--- src/rtl/demux3_buf_pkg.sv ---
// ----------------------------------------------------------------------------
// demux3_buf_pkg
// Shared definitions for the 3-way result demultiplexer.
//  - sel_e        : destination select, same encoding as the result-select mux
//  - NUM_CH       : number of output channels
//  - route_onehot : maps a select code to a one-hot channel vector (a=bit0,
//                   b=bit1, c=bit2); SEL_BAD falls through to channel a, the
//                   same as the mux default arm
// ----------------------------------------------------------------------------
package demux3_buf_pkg;

    typedef enum logic [1:0] {
        SEL_A   = 2'b00,
        SEL_B   = 2'b01,
        SEL_C   = 2'b10,
        SEL_BAD = 2'b11
    } sel_e;

    localparam int NUM_CH = 3;

    function automatic logic [NUM_CH-1:0] route_onehot(input sel_e sel);
        logic [NUM_CH-1:0] oh;
        case (sel)
            SEL_B:   oh = 3'b010;
            SEL_C:   oh = 3'b100;
            default: oh = 3'b001;
        endcase
        return oh;
    endfunction

endpackage : demux3_buf_pkg

--- src/rtl/demux_slot.sv ---
// ----------------------------------------------------------------------------
// demux_slot
// One output channel of demux3_buf: a single-entry holding register with a
// valid flag, a valid/ready output handshake, and a wrapping count of beats
// consumed by the sink.
//
// Ports
//  clk        in   1         rising-edge clock
//  rst_n      in   1         asynchronous active-low reset
//  load       in   1         write load_data into the slot this cycle
//  load_data  in   Width     beat to hold
//  can_load   out  1         slot empty, or its beat leaves this cycle
//  out_valid  out  1         slot holds a beat
//  out_ready  in   1         sink consumes
//  out_data   out  Width     held beat
//  cnt        out  CntWidth  beats consumed, wraps silently
// ----------------------------------------------------------------------------
module demux_slot #(
    parameter int Width    = 32,
    parameter int CntWidth = 16
) (
    input  logic                clk,
    input  logic                rst_n,
    input  logic                load,
    input  logic [Width-1:0]    load_data,
    output logic                can_load,
    output logic                out_valid,
    input  logic                out_ready,
    output logic [Width-1:0]    out_data,
    output logic [CntWidth-1:0] cnt
);

    logic consume;

    assign consume  = out_valid & out_ready;
    // A full slot can still take a new beat in the same cycle its current one
    // drains, which is what lets back-to-back streaming run at full rate.
    assign can_load = ~out_valid | out_ready;

    // NOTE: state registers use non-blocking assignments so every flop samples
    // pre-edge values; blocking here would make results depend on block order.
    always_ff @(posedge clk or negedge rst_n) begin
        if (!rst_n) begin
            out_valid <= 1'b0;
        end else if (load) begin
            out_valid <= 1'b1;
        end else if (consume) begin
            out_valid <= 1'b0;
        end
    end

    // NOTE: the payload register is reset too, because sinks see out_data=0
    // after reset; a pure datapath register would normally be left unreset.
    always_ff @(posedge clk or negedge rst_n) begin
        if (!rst_n) begin
            out_data <= '0;
        end else if (load) begin
            out_data <= load_data;
        end
    end

    always_ff @(posedge clk or negedge rst_n) begin
        if (!rst_n) begin
            cnt <= '0;
        end else if (consume) begin
            cnt <= cnt + CntWidth'(1);
        end
    end

endmodule : demux_slot

--- src/rtl/demux3_buf.sv ---
// ----------------------------------------------------------------------------
// demux3_buf
// Steers one producer stream to one of three consumers (a/b/c). Each channel
// is a registered one-entry buffer with valid/ready handshakes on both sides
// and a per-channel consumed-beat counter.
//
// Optional feature, macro DEMUX3_SEL_CHECK_EN:
//  defined   - in_sel=2'b11 beats are accepted and dropped; sel_err is set
//              the next cycle and held until reset.
//  undefined - in_sel=2'b11 routes to channel a; sel_err is tied 0.
//
// Ports
//  clk, rst_n                          clock, async active-low reset
//  in_valid/in_ready/in_data/in_sel    producer handshake, payload, select
//  out_{a,b,c}_valid/ready/data        per-channel consumer handshake
//  cnt_a/cnt_b/cnt_c                   beats consumed per channel
//  sel_err                             sticky illegal-select flag
// ----------------------------------------------------------------------------
module demux3_buf
    import demux3_buf_pkg::*;
#(
    parameter int Width    = 32,
    parameter int CntWidth = 16
) (
    input  logic                clk,
    input  logic                rst_n,
    input  logic                in_valid,
    output logic                in_ready,
    input  logic [Width-1:0]    in_data,
    input  logic [1:0]          in_sel,
    output logic                out_a_valid,
    input  logic                out_a_ready,
    output logic [Width-1:0]    out_a_data,
    output logic                out_b_valid,
    input  logic                out_b_ready,
    output logic [Width-1:0]    out_b_data,
    output logic                out_c_valid,
    input  logic                out_c_ready,
    output logic [Width-1:0]    out_c_data,
    output logic [CntWidth-1:0] cnt_a,
    output logic [CntWidth-1:0] cnt_b,
    output logic [CntWidth-1:0] cnt_c,
    output logic                sel_err
);

    sel_e              sel;
    logic [NUM_CH-1:0] tgt;
    logic [NUM_CH-1:0] can_load;
    logic [NUM_CH-1:0] load;
    logic              bad;

    assign sel = sel_e'(in_sel);
    assign tgt = route_onehot(sel);

`ifdef DEMUX3_SEL_CHECK_EN
    assign bad = (sel == SEL_BAD);
`else
    assign bad = 1'b0;
`endif

    // in_ready looks only at the addressed slot (and never at in_valid), so a
    // stalled channel never blocks traffic to the others. An illegal select is
    // always ready so the producer is not wedged by a beat that will be dropped.
    assign in_ready = rst_n & (bad | (|(tgt & can_load)));

    // Gating with in_valid first keeps an unknown in_sel/in_data from reaching
    // any slot while the producer is idle.
    assign load = (in_valid & in_ready & ~bad) ? tgt : '0;

    demux_slot #(.Width(Width), .CntWidth(CntWidth)) u_slot_a (
        .clk       (clk),
        .rst_n     (rst_n),
        .load      (load[0]),
        .load_data (in_data),
        .can_load  (can_load[0]),
        .out_valid (out_a_valid),
        .out_ready (out_a_ready),
        .out_data  (out_a_data),
        .cnt       (cnt_a)
    );

    demux_slot #(.Width(Width), .CntWidth(CntWidth)) u_slot_b (
        .clk       (clk),
        .rst_n     (rst_n),
        .load      (load[1]),
        .load_data (in_data),
        .can_load  (can_load[1]),
        .out_valid (out_b_valid),
        .out_ready (out_b_ready),
        .out_data  (out_b_data),
        .cnt       (cnt_b)
    );

    demux_slot #(.Width(Width), .CntWidth(CntWidth)) u_slot_c (
        .clk       (clk),
        .rst_n     (rst_n),
        .load      (load[2]),
        .load_data (in_data),
        .can_load  (can_load[2]),
        .out_valid (out_c_valid),
        .out_ready (out_c_ready),
        .out_data  (out_c_data),
        .cnt       (cnt_c)
    );

`ifdef DEMUX3_SEL_CHECK_EN
    always_ff @(posedge clk or negedge rst_n) begin
        if (!rst_n) begin
            sel_err <= 1'b0;
        end else if (in_valid && bad) begin
            sel_err <= 1'b1;
        end
    end
`else
    assign sel_err = 1'b0;
`endif

endmodule : demux3_buf

--- config.mk ---
export PLATFORM = sky130hd
export DESIGN_NAME = demux3_buf
export DESIGN_NICKNAME = d
export VERILOG_FILES = /design/src/rtl/demux3_buf_pkg.sv /design/src/rtl/demux_slot.sv /design/src/rtl/demux3_buf.sv
export SDC_FILE = /design/constraint.sdc
export NUM_CORES = 1
export LEC_CHECK = 0
export ABC_AREA = 1
export BUFFER_PORTS_ARGS = -buffer_cell sky130_fd_sc_hd__buf_2
export CORE_MARGIN = 1
export CORE_UTILIZATION = 47
export CTS_CLUSTER_DIAMETER = 200
export DETAILED_ROUTE_END_ITERATION = 10
export PLACE_DENSITY = 0.78
export SYNTH_ARGS = -nofsm -noshare
export SYNTH_HDL_FRONTEND = slang
export SYNTH_SLANG_ARGS = --single-unit
--- constraint.sdc ---
create_clock -name clk -period 1.4 [get_ports clk]
set_input_delay 0.14 -clock clk [delete_from_list [all_inputs] [get_ports clk]]
set_output_delay 0.14 -clock clk [all_outputs]
set_load 0.005 [all_outputs]
**After elaboration in Yosys (flattened, before gate mapping)**

Index checks and enable logic that the tools add are counted.

- Output and inout port bits: 149
- Register bits after elaboration: 147
- Input bits: 40

- Reduce and logical (&&, ||, !) cells: 4
- $add $sub $neg: 3
- Muxes and demuxes: 8
- Bitwise gates (word level): 12
- Eq/ne operators: 2

Operator list:

| cell | number |
|---|---|
| $add A16 B1 Y16 const B | 3 |
| $mux W1 | 6 |
| $pmux W3 S2 | 1 |
| $reduce_bool A2 Y1 | 3 |
| $and A1 B1 Y1 | 5 |
| $and A3 B3 Y3 | 1 |
| $mux W3 | 1 |
| $not A1 Y1 | 3 |
| $or A1 B1 Y1 | 3 |
| $reduce_or A3 Y1 | 1 |
| $eq A2 B1 Y1 const B | 1 |
| $eq A2 B2 Y1 const B | 1 |

**Depth between registers and ports, before layout**

Gate-level depths: netlist (run 1).

- Word-level depth: 8
- Gate-level depth with buffers: 9
- Depth with buffers taken out: 9

**Modules after synthesis**

From an unflattened synthesis (run 1), not the netlist that was laid out.

- Cell total of the unflattened synthesis: 769
- Area total of the unflattened synthesis: 6,591.3 µm²

By module, submodules not included:

| module | seq. area each (µm²) | cells each | instances | area each (µm²) |
|---|---|---|---|---|
| demux_slot | 1,226.2 | 250 | 3 | 2,162.1 |
| demux3_buf | 0.0 | 19 | 1 | 105.1 |

**Worst setup path after synthesis (run 1)**

No wires, ideal clock.

- Path kind: reg-to-reg
- Start: reg u_slot_c.cnt[0]
- End: reg u_slot_c.cnt[10]
- Library setup time: 0.123 ns
- Path slack: 0.018 ns
- Arrival time: 1.259 ns
- Cell stages (with the launch flop): 9
- Path through: dfrtp_1 > ha_1 > inv_1 > nor2_1 > nand2_1 > nor2_4 > nand2_1 > o21ai_0 > nand2_1

- Word-level cells in the longest chain between the ends: 1

Ends and longest elaborated chain:

| what | RTL line | RTL |
|---|---|---|
| from (decl) | demux_slot.sv:30 | `output logic [CntWidth-1:0] cnt` |
| from (signal assigned) | demux_slot.sv:66 | `cnt <= cnt + CntWidth'(1);` |
| $add A16 B1 Y16 | demux_slot.sv:66 |  |

Every way passes these cells.
A chain may end at the register's enable or synchronous reset.

**Final worst setup path (run 1)**

- Start: reg u_slot_c.out_valid
- End: out in_ready

- Word-level cells in the longest chain between the ends: 5

Ends and longest elaborated chain:

| what | RTL line | RTL |
|---|---|---|
| from (decl) | demux_slot.sv:27 | `output logic out_valid,` |
| from (signal assigned) | demux_slot.sv:44 | `out_valid <= 1'b0;` |
| from (signal assigned) | demux_slot.sv:46 | `out_valid <= 1'b1;` |
| from (signal assigned) | demux_slot.sv:48 | `out_valid <= 1'b0;` |
| $not A1 Y1 | demux_slot.sv:38 | `assign can_load = ~out_valid \| out_ready;` |
| $or A1 B1 Y1 | demux_slot.sv:38 |  |
| $and A3 B3 Y3 | demux3_buf.sv:64 | `assign in_ready = rst_n & (bad \| (\|(tgt & can_load)));` |
| $reduce_or A3 Y1 | demux3_buf.sv:64 |  |
| $and A1 B1 Y1 | demux3_buf.sv:64 |  |
| to (decl) | demux3_buf.sv:28 | `output logic in_ready,` |

Every way passes these cells.

==> flow_summary.toml, run 1 <==
[sta]
tightest_slew_ps = 566.9
worst_slack_ps = -1.536
min_period_ps = 1402
hold_viol_final = 0
finalSetupTns_ps = -1.536
max-slew-margin-rel = 0.6221
fmax_mhz = 713.5
whs_ps = 52.47
setup_viol = 1
rsz0062_at_grt = "yes"
skew_ps = 6.317
report.final.slew_viol_count = 0
min_period_over_period = 1.001

[logic_synthesis]
async_reset_ff_frac = 1.000
synth_area_um2 = 6299
ys_ff_latch = 147
ys_warn_count = 0
synthCells = 735
avgSynthCellArea_um2 = 8.569
synthesis.nets = 780
synthDistinctLibCells = 23
synth-main-ff-cell = "dfrtp_1"
synth-seq-area-share = 0.5840
synth_edf_count = 0

[die]
rows = 41
core_um2 = 12820
die_w_um = 117.8
dieArea_um2 = 13870
die_h_um = 117.8
start_util = 0.4911
num_io_pins = 189

[routing]
ant_nets = 0
route.met3.wl_um = 956
drc = 0
via_per_inst = 4.739
vias = 5606
met1_length_um = 7296
wl_met2_um = 8000
highest_layer = "met4"
drt_iter0_markers = 349
finalWirelength_um = 16480
avgRoutedWirePerCell_um = 13.93
firstDrtPassIters = 5

[setup_path]
critical_path_required_ps = 1260
r2r_end = "u_slot_b.out_data[19]"
crit_type = "flip-flop to output pin"
critical_path.top_delay_family = "flip-flops"
cpMostUsedCell = "nand2_2"
crit-reg2reg-launch = "u_slot_c.out_valid"
timing.critical_path.to = "in_ready"
cp-end-kind = "output pin"
arrival_ps = 1260
crit_slowest_cell = "dfrtp_1"
worstSetupStartpoint = "u_slot_c.out_valid"
critPathMaxStageDelay_ps = 400
worst-path-buf-inv = 2
critPathLaunchType = "flip-flop"
crit_chain = "nand2_2, nand2_2, nand3_2, nand2_1, inv_1, buf_2"
rrSetupSlack_ps = 10
crit_cells = 6
crit_fanout = 4
reg2reg_depth = 9

[power_and_ir_drop]
p_per_area_nw_per_um2 = 1452
ir_drop_v = 0.001333
leakage_nw = 5.014

[place]
placed_area_um2 = 7691
dp.cells = 1112
dp_hpwl_um = 11120
globalplace.congestion = 0.8132
port_buffers = 187

[clock_tree]
root_buffer = "clkbuf_16"
clock_path_buffers = 2
clkSinkCount = 147
htreeDepth = 4
cts_buffers = 17
clock_latency_ps = 410
cts.clk_slew.worst_paths_ps = 60
tritoncts = "yes"

[outcome]
violations = "setup timing"
status = "complete, but fails checks"

[cells_and_area]
syn2layout_area_growth_pct = 39.15
antenna_cells = 0
utilization = 0.6834
final_cells = 1183
stdcell_area_um2 = 8765
drive_above_1_share = 0.2928
layout.nets = 1044

[run]
cap_violations = 0

[grt]
antenna_found_initial = 0
grt_use_total = 0.2519
grt_max_degree = 113
grt_pass1_vias = 5623
grt_overflow = 0
grt_pass1_wl_um = 27340

[hold_path]
hp-class = "input port to flip-flop"
-- power by group --
part / switching, mW / total (mW) / internal, mW / leakage (nW)
logic: 1.28 / 2.54 / 1.26 / 2.88
registers: 0.577 / 5.64 / 5.06 / 1.85
clock network: 1.67 / 4.54 / 2.87 / 0.285
total: 3.52 / 12.7 / 9.20 / 5.01
-- layer usage --
layer / GRT usage / vias to the layer above
met5: 0 / -
met4: 0.09375 / 0
met3: 0.05959 / 24
met2: 0.4129 / 210
met1: 0.3244 / 2636
li1: - / 2736
-- synthesized netlist by cell type (4+ instances only) --
cell type  instances  area, um2
buf_2              9      45.04
buf_4              4      30.03
buf_6              6      67.56
dfrtp_1          147       3679
ha_1               5      62.56
inv_1             57      214.0
nand2_1          391       1468
nand3_1           13      65.06
nand4_1           12      75.07
nor2_1            37      138.9
nor2_4             5      56.30
nor3_1             5      25.02
o21ai_0            5      25.02
xnor2_1           12      105.1
xor2_1            19      166.4
-- sequential cells by signal, summed over array words and instances (netlist names) --
signal,count
u_slot_a.out_data,32
u_slot_b.out_data,32
u_slot_c.out_data,32
u_slot_a.cnt,16
u_slot_b.cnt,16
u_slot_c.cnt,16
u_slot_a.out_valid,1
u_slot_b.out_valid,1
u_slot_c.out_valid,1
-- layout by cell type (no fill, tap or decap), drive strengths merged --
master,synthesis,routed
xnor2,12,12
mux2,1,1
nand3,15,15
clkinvlp,0,3
xor2,19,19
dfrtp,147,147
ha,5,5
o21ai,5,5
conb,1,1
buf,19,231
nor3,6,6
dlygate4sd3,0,33
clkbuf,0,21
bufinv,0,3
nor3b,1,1
nor2,43,43
nand4,12,12
inv,58,58
nand2,391,391
clkinv,0,4
-- what timing repair did --
item | 4_1_cts | 5_1_grt
setup endpoints to repair | 30 | 123
gates resized for setup | 3 | 29
hold endpoints to repair | 242 | 0
setup buffers | 3 | 4
hold buffers | 33 | 0
pin swaps | 4 | 10
-- kinds of logic after synthesis --
logic type               share of synthesized area
flip-flops                                  0.5840
multiplexers                              0.001788
adder cells (fa/ha/maj)                   0.009932
AND/OR/NAND/NOR                             0.2994
buffers and inverters                      0.05721
XOR/XNOR                                   0.04311
AO/OA/AOI/OAI                             0.003972
other                                    0.0005954
-- worst register-to-register path, cell delays in order (launching register included) --
cell,delay [ps]
dfrtp_1,400
nand2_2,90
nand2_2,50
nand3_2,90
buf_4,130
nand3_4,100
nor2_4,160
buf_12,170
nand2_1,70
nand2_1,70
-- worst min path at each step --
stage | from | endpoint | cells after the start
after floorplan | rst_n | u_slot_a.cnt[0] | 0
after global placement | rst_n | u_slot_c.out_data[0] | 2
after detailed placement | rst_n | u_slot_c.out_data[0] | 2
after CTS | out_b_ready | u_slot_b.cnt[2] | 3
after global routing | out_b_ready | u_slot_b.cnt[2] | 3
final | out_b_ready | u_slot_b.cnt[2] | 3
-- final cells by class --
type                            count  area, um2
Clock buffer                       21      460.4
Clock inverter                     10      132.6
Multi-Input combinational cell    511       2350
Inverter                           58      217.7
Fill cell                         999       4060
Tap cell                          172      215.2
Timing Repair Buffer              264       1710
Sequential cell                   147       3679
-- stage by stage --
stage / setup slack [ps] / power, mW
after detailed placement: -66.77 / 8.018
after CTS: -24.94 / 12.73
after global routing: -83.41 / 13.42
final: -1.536 / 12.72
after floorplan: 17.65 / 6.572
after global placement: -0.5262 / 7.935
(Power assumes the default switching activity.)
==> run 2, diff against run 1 <==
- ABC_AREA: 1 -> default
- CORE_UTILIZATION: 47 -> 45
- PLACE_DENSITY: 0.78 -> 0.76
==> run 2 against run 1 <==
The run still ends with setup timing left. Final cell count decreased by 27%. Cell area decreased by 1.8%. Maximum frequency decreased by 19%. Critical path depth increased by 1. Clock skew decreased by 1.3 ps. Hold slack got worse by 24 ps. Register-to-register slack got worse by 350 ps. Setup slack got worse by 340 ps. Core utilization increased by 1.9 points. Synthesized cell count decreased by 46%. First-iteration DRC count decreased by 55%. Global-route usage decreased by 2.0 points.
==> flow_summary.toml, run 2 <==
[sta]
max-slew-margin-rel = 0.3914
tightest_slew_ps = 912.9
min_period_ps = 1737
setup_viol = 98
rsz0062_at_grt = "yes"
report.final.slew_viol_count = 0
whs_ps = 28.96
skew_ps = 5.019
min_period_over_period = 1.241
hold_viol_final = 0
finalSetupTns_ps = -28100
worst_slack_ps = -337.3
fmax_mhz = 575.6

[cells_and_area]
stdcell_area_um2 = 8610
mostFrequentLayoutCells = "buf_2 (186), dfrtp_1 (146), mux2_2 (97), buf_4 (37), xnor2_1 (36)"
layout.nets = 731
fillers = 859
drive_above_1_share = 0.5694
antenna_cells = 0
multi_input_area_um2 = 2178
utilization = 0.7021
syn2layout_area_growth_pct = 49.46
final_cells = 867
register_area_um2 = 3680
layout_commonest_cell = "buf_2"
largestRegisters = "u_slot_a.out_data: 32 flops, u_slot_b.out_data: 32 flops, u_slot_c.out_data: 32 flops"

[clock_tree]
cts_buffers = 17
clock_latency_ps = 420
tritoncts = "yes"
htreeDepth = 4
cts.clk_slew.worst_paths_ps = 60
root_buffer = "clkbuf_16"
clkSinkCount = 147
clock_path_buffers = 2

[setup_path]
cpMostUsedCell = "buf_12"
crit_chain = "nand2b_1, a222oi_1, buf_4, buf_12, nor2_4, buf_12, mux2_2"
crit_fanout = 12
reg2reg_depth = 7
worstSetupStartpoint = "u_slot_a.out_valid"
crit-reg2reg-launch = "u_slot_a.out_valid"
critical_path.top_delay_family = "buffers and inverters"
crit_slowest_cell = "dfrtp_1"
critical_path_required_ps = 1700
critPathMaxStageDelay_ps = 360
worst-path-buf-inv = 3
arrival_ps = 2040
cp-end-kind = "flip-flop"
crit_type = "flip-flop to flip-flop"
crit_cells = 7
critPathLaunchType = "flip-flop"

[logic_synthesis]
yosys.area.top_type_share = 0.6386
synth_edf_count = 0
synthTopCellsByCount = "dfrtp_1 (147), mux2_2 (99), xnor2_1 (36)"
ys_warn_count = 0
async_reset_ff_frac = 1.000
synth_area_leaders = "dfrtp_1 (64%), mux2_2 (19%), xnor2_1 (5.5%)"
yosysTopAreaCell = "dfrtp_1"
ys_ff_latch = 147
synthesis.nets = 445
synthCells = 400
synth-main-ff-cell = "dfrtp_1"
synth-seq-area-share = 0.6386
synth_area_um2 = 5761
synthDistinctLibCells = 22
synth.most_common_cell = "dfrtp_1"
avgSynthCellArea_um2 = 14.40

[place]
dp.cells = 775
dp_hpwl_um = 8628
pre_cts_ws_ps = -803.5
placed_area_um2 = 7131
port_buffers = 187
globalplace.congestion = 0.7548

[grt]
grt_pass1_vias = 4556
grt_use_total = 0.2320
grt_overflow = 0
grt_pass1_wl_um = 23040
grt_max_degree = 75
antenna_found_initial = 0

[routing]
drc = 0
via_per_inst = 4.995
ant_nets = 0
firstDrtPassIters = 4
drt_iter0_markers = 156
vias = 4331
finalWirelength_um = 14490
avgRoutedWirePerCell_um = 16.71

[power_and_ir_drop]
leakage_nw = 4.214
internal_power_mw = 10.24
ir_drop_v = 0.001294
power_frac_seq = 0.420
p_switching_mw = 3.588
p_clk_frac = 0.363
p_per_area_nw_per_um2 = 1606
p_total_mw = 13.83
pwr-share-comb = 0.217
switching_share = 0.2594

[hold_path]
hp-class = "input port to asynchronous set/reset pin"

[die]
core_um2 = 12260
num_io_pins = 189
dieArea_um2 = 13260
rows = 40
start_util = 0.4698
die_h_um = 115.1
die_w_um = 115.1

[outcome]
status = "complete, but fails checks"
violations = "setup timing"

[run]
cap_violations = 0
[run 2: cell types whose count changed after synthesis, sizes merged, moves of 4 or more]
cell,before,now
xnor2,12,36
inv,58,6
nand2,391,20
mux2,1,99
o21ai,5,0
xor2,19,9
nor2,43,14
nand3,15,19
buf,19,1
and3,0,5
clkbuf,0,9
[run 2: repair_timing]
item | in CTS | in global routing
pin swaps | 7 | 10
hold buffers | 33 | 0
setup endpoints to repair | 102 | 119
gates resized for setup | 11 | 22
buffers inserted | 17 | 7
endpoints found under the hold margin | 90 | 0
gates cloned | 4 | 1
[run 2: layer usage]
layer | share of wire | vias up | wire length, um | GRT usage
li1 | - | 1971 | - | -
met1 | 0.41 | 2176 | 5907 | 0.2716
met2 | 0.50 | 161 | 7271 | 0.3912
met3 | 0.070 | 23 | 1013 | 0.07802
met4 | 0.020 | 0 | 297 | 0.09784
met5 | 0 | - | 0 | 0
[run 2: worst reg2reg max path: cells and delay by family (launching register included)]
family                 cells  cell delay, ps
AO/OA/AOI/OAI              1             320
buffers and inverters      3             520
flip-flops                 1             360
multiplexers               1             280
AND/OR/NAND/NOR            2             140
[run 2: logic make-up after synthesis]
logic type	synth area share
buffers and inverters	0.01108
xor gates and xnor gates	0.06842
muxes	0.1935
adders and majority gates	0.01086
other	0.0006510
and+or+nand+nor	0.07515
AOI/OAI and AO/OA	0.001738
DFF	0.6386
[run 2: final timing paths]
check / to / slack [ps]
min in group clk: u_slot_a.cnt[0] / 50
worst max-delay path: u_slot_c.out_data[27] / -340
worst min register to register: u_slot_c.cnt[15] / 470
max in group asynchronous: u_slot_c.cnt[1] / 720
worst min-delay path: u_slot_b.out_data[10] / 30
worst max register to register: u_slot_c.out_data[27] / -340
[run 2: layout make-up]
type | count | area share
Clock buffer | 19 | 0.05261
Sequential cell | 147 | 0.4274
Inverter | 6 | 0.002616
Clock inverter | 13 | 0.02398
Multi-Input combinational cell | 240 | 0.2530
Tap cell | 168 | 0.02442
Timing Repair Buffer | 274 | 0.2160
[run 2: power by group through the flow]
| stage | sequential, mW | clock [mW] | combinational, mW |
|---|---|---|---|
| 6_report | 5.81 | 5.02 | 3.01 |
| 5_1_grt | 5.93 | 5.28 | 3.29 |
| 4_1_cts | 5.80 | 5.10 | 2.85 |
| 3_5_place_dp | 5.84 | 0 | 2.66 |
| 3_3_place_gp | 5.79 | 0 | 2.56 |
| 2_1_floorplan | 5.91 | 0 | 0.987 |
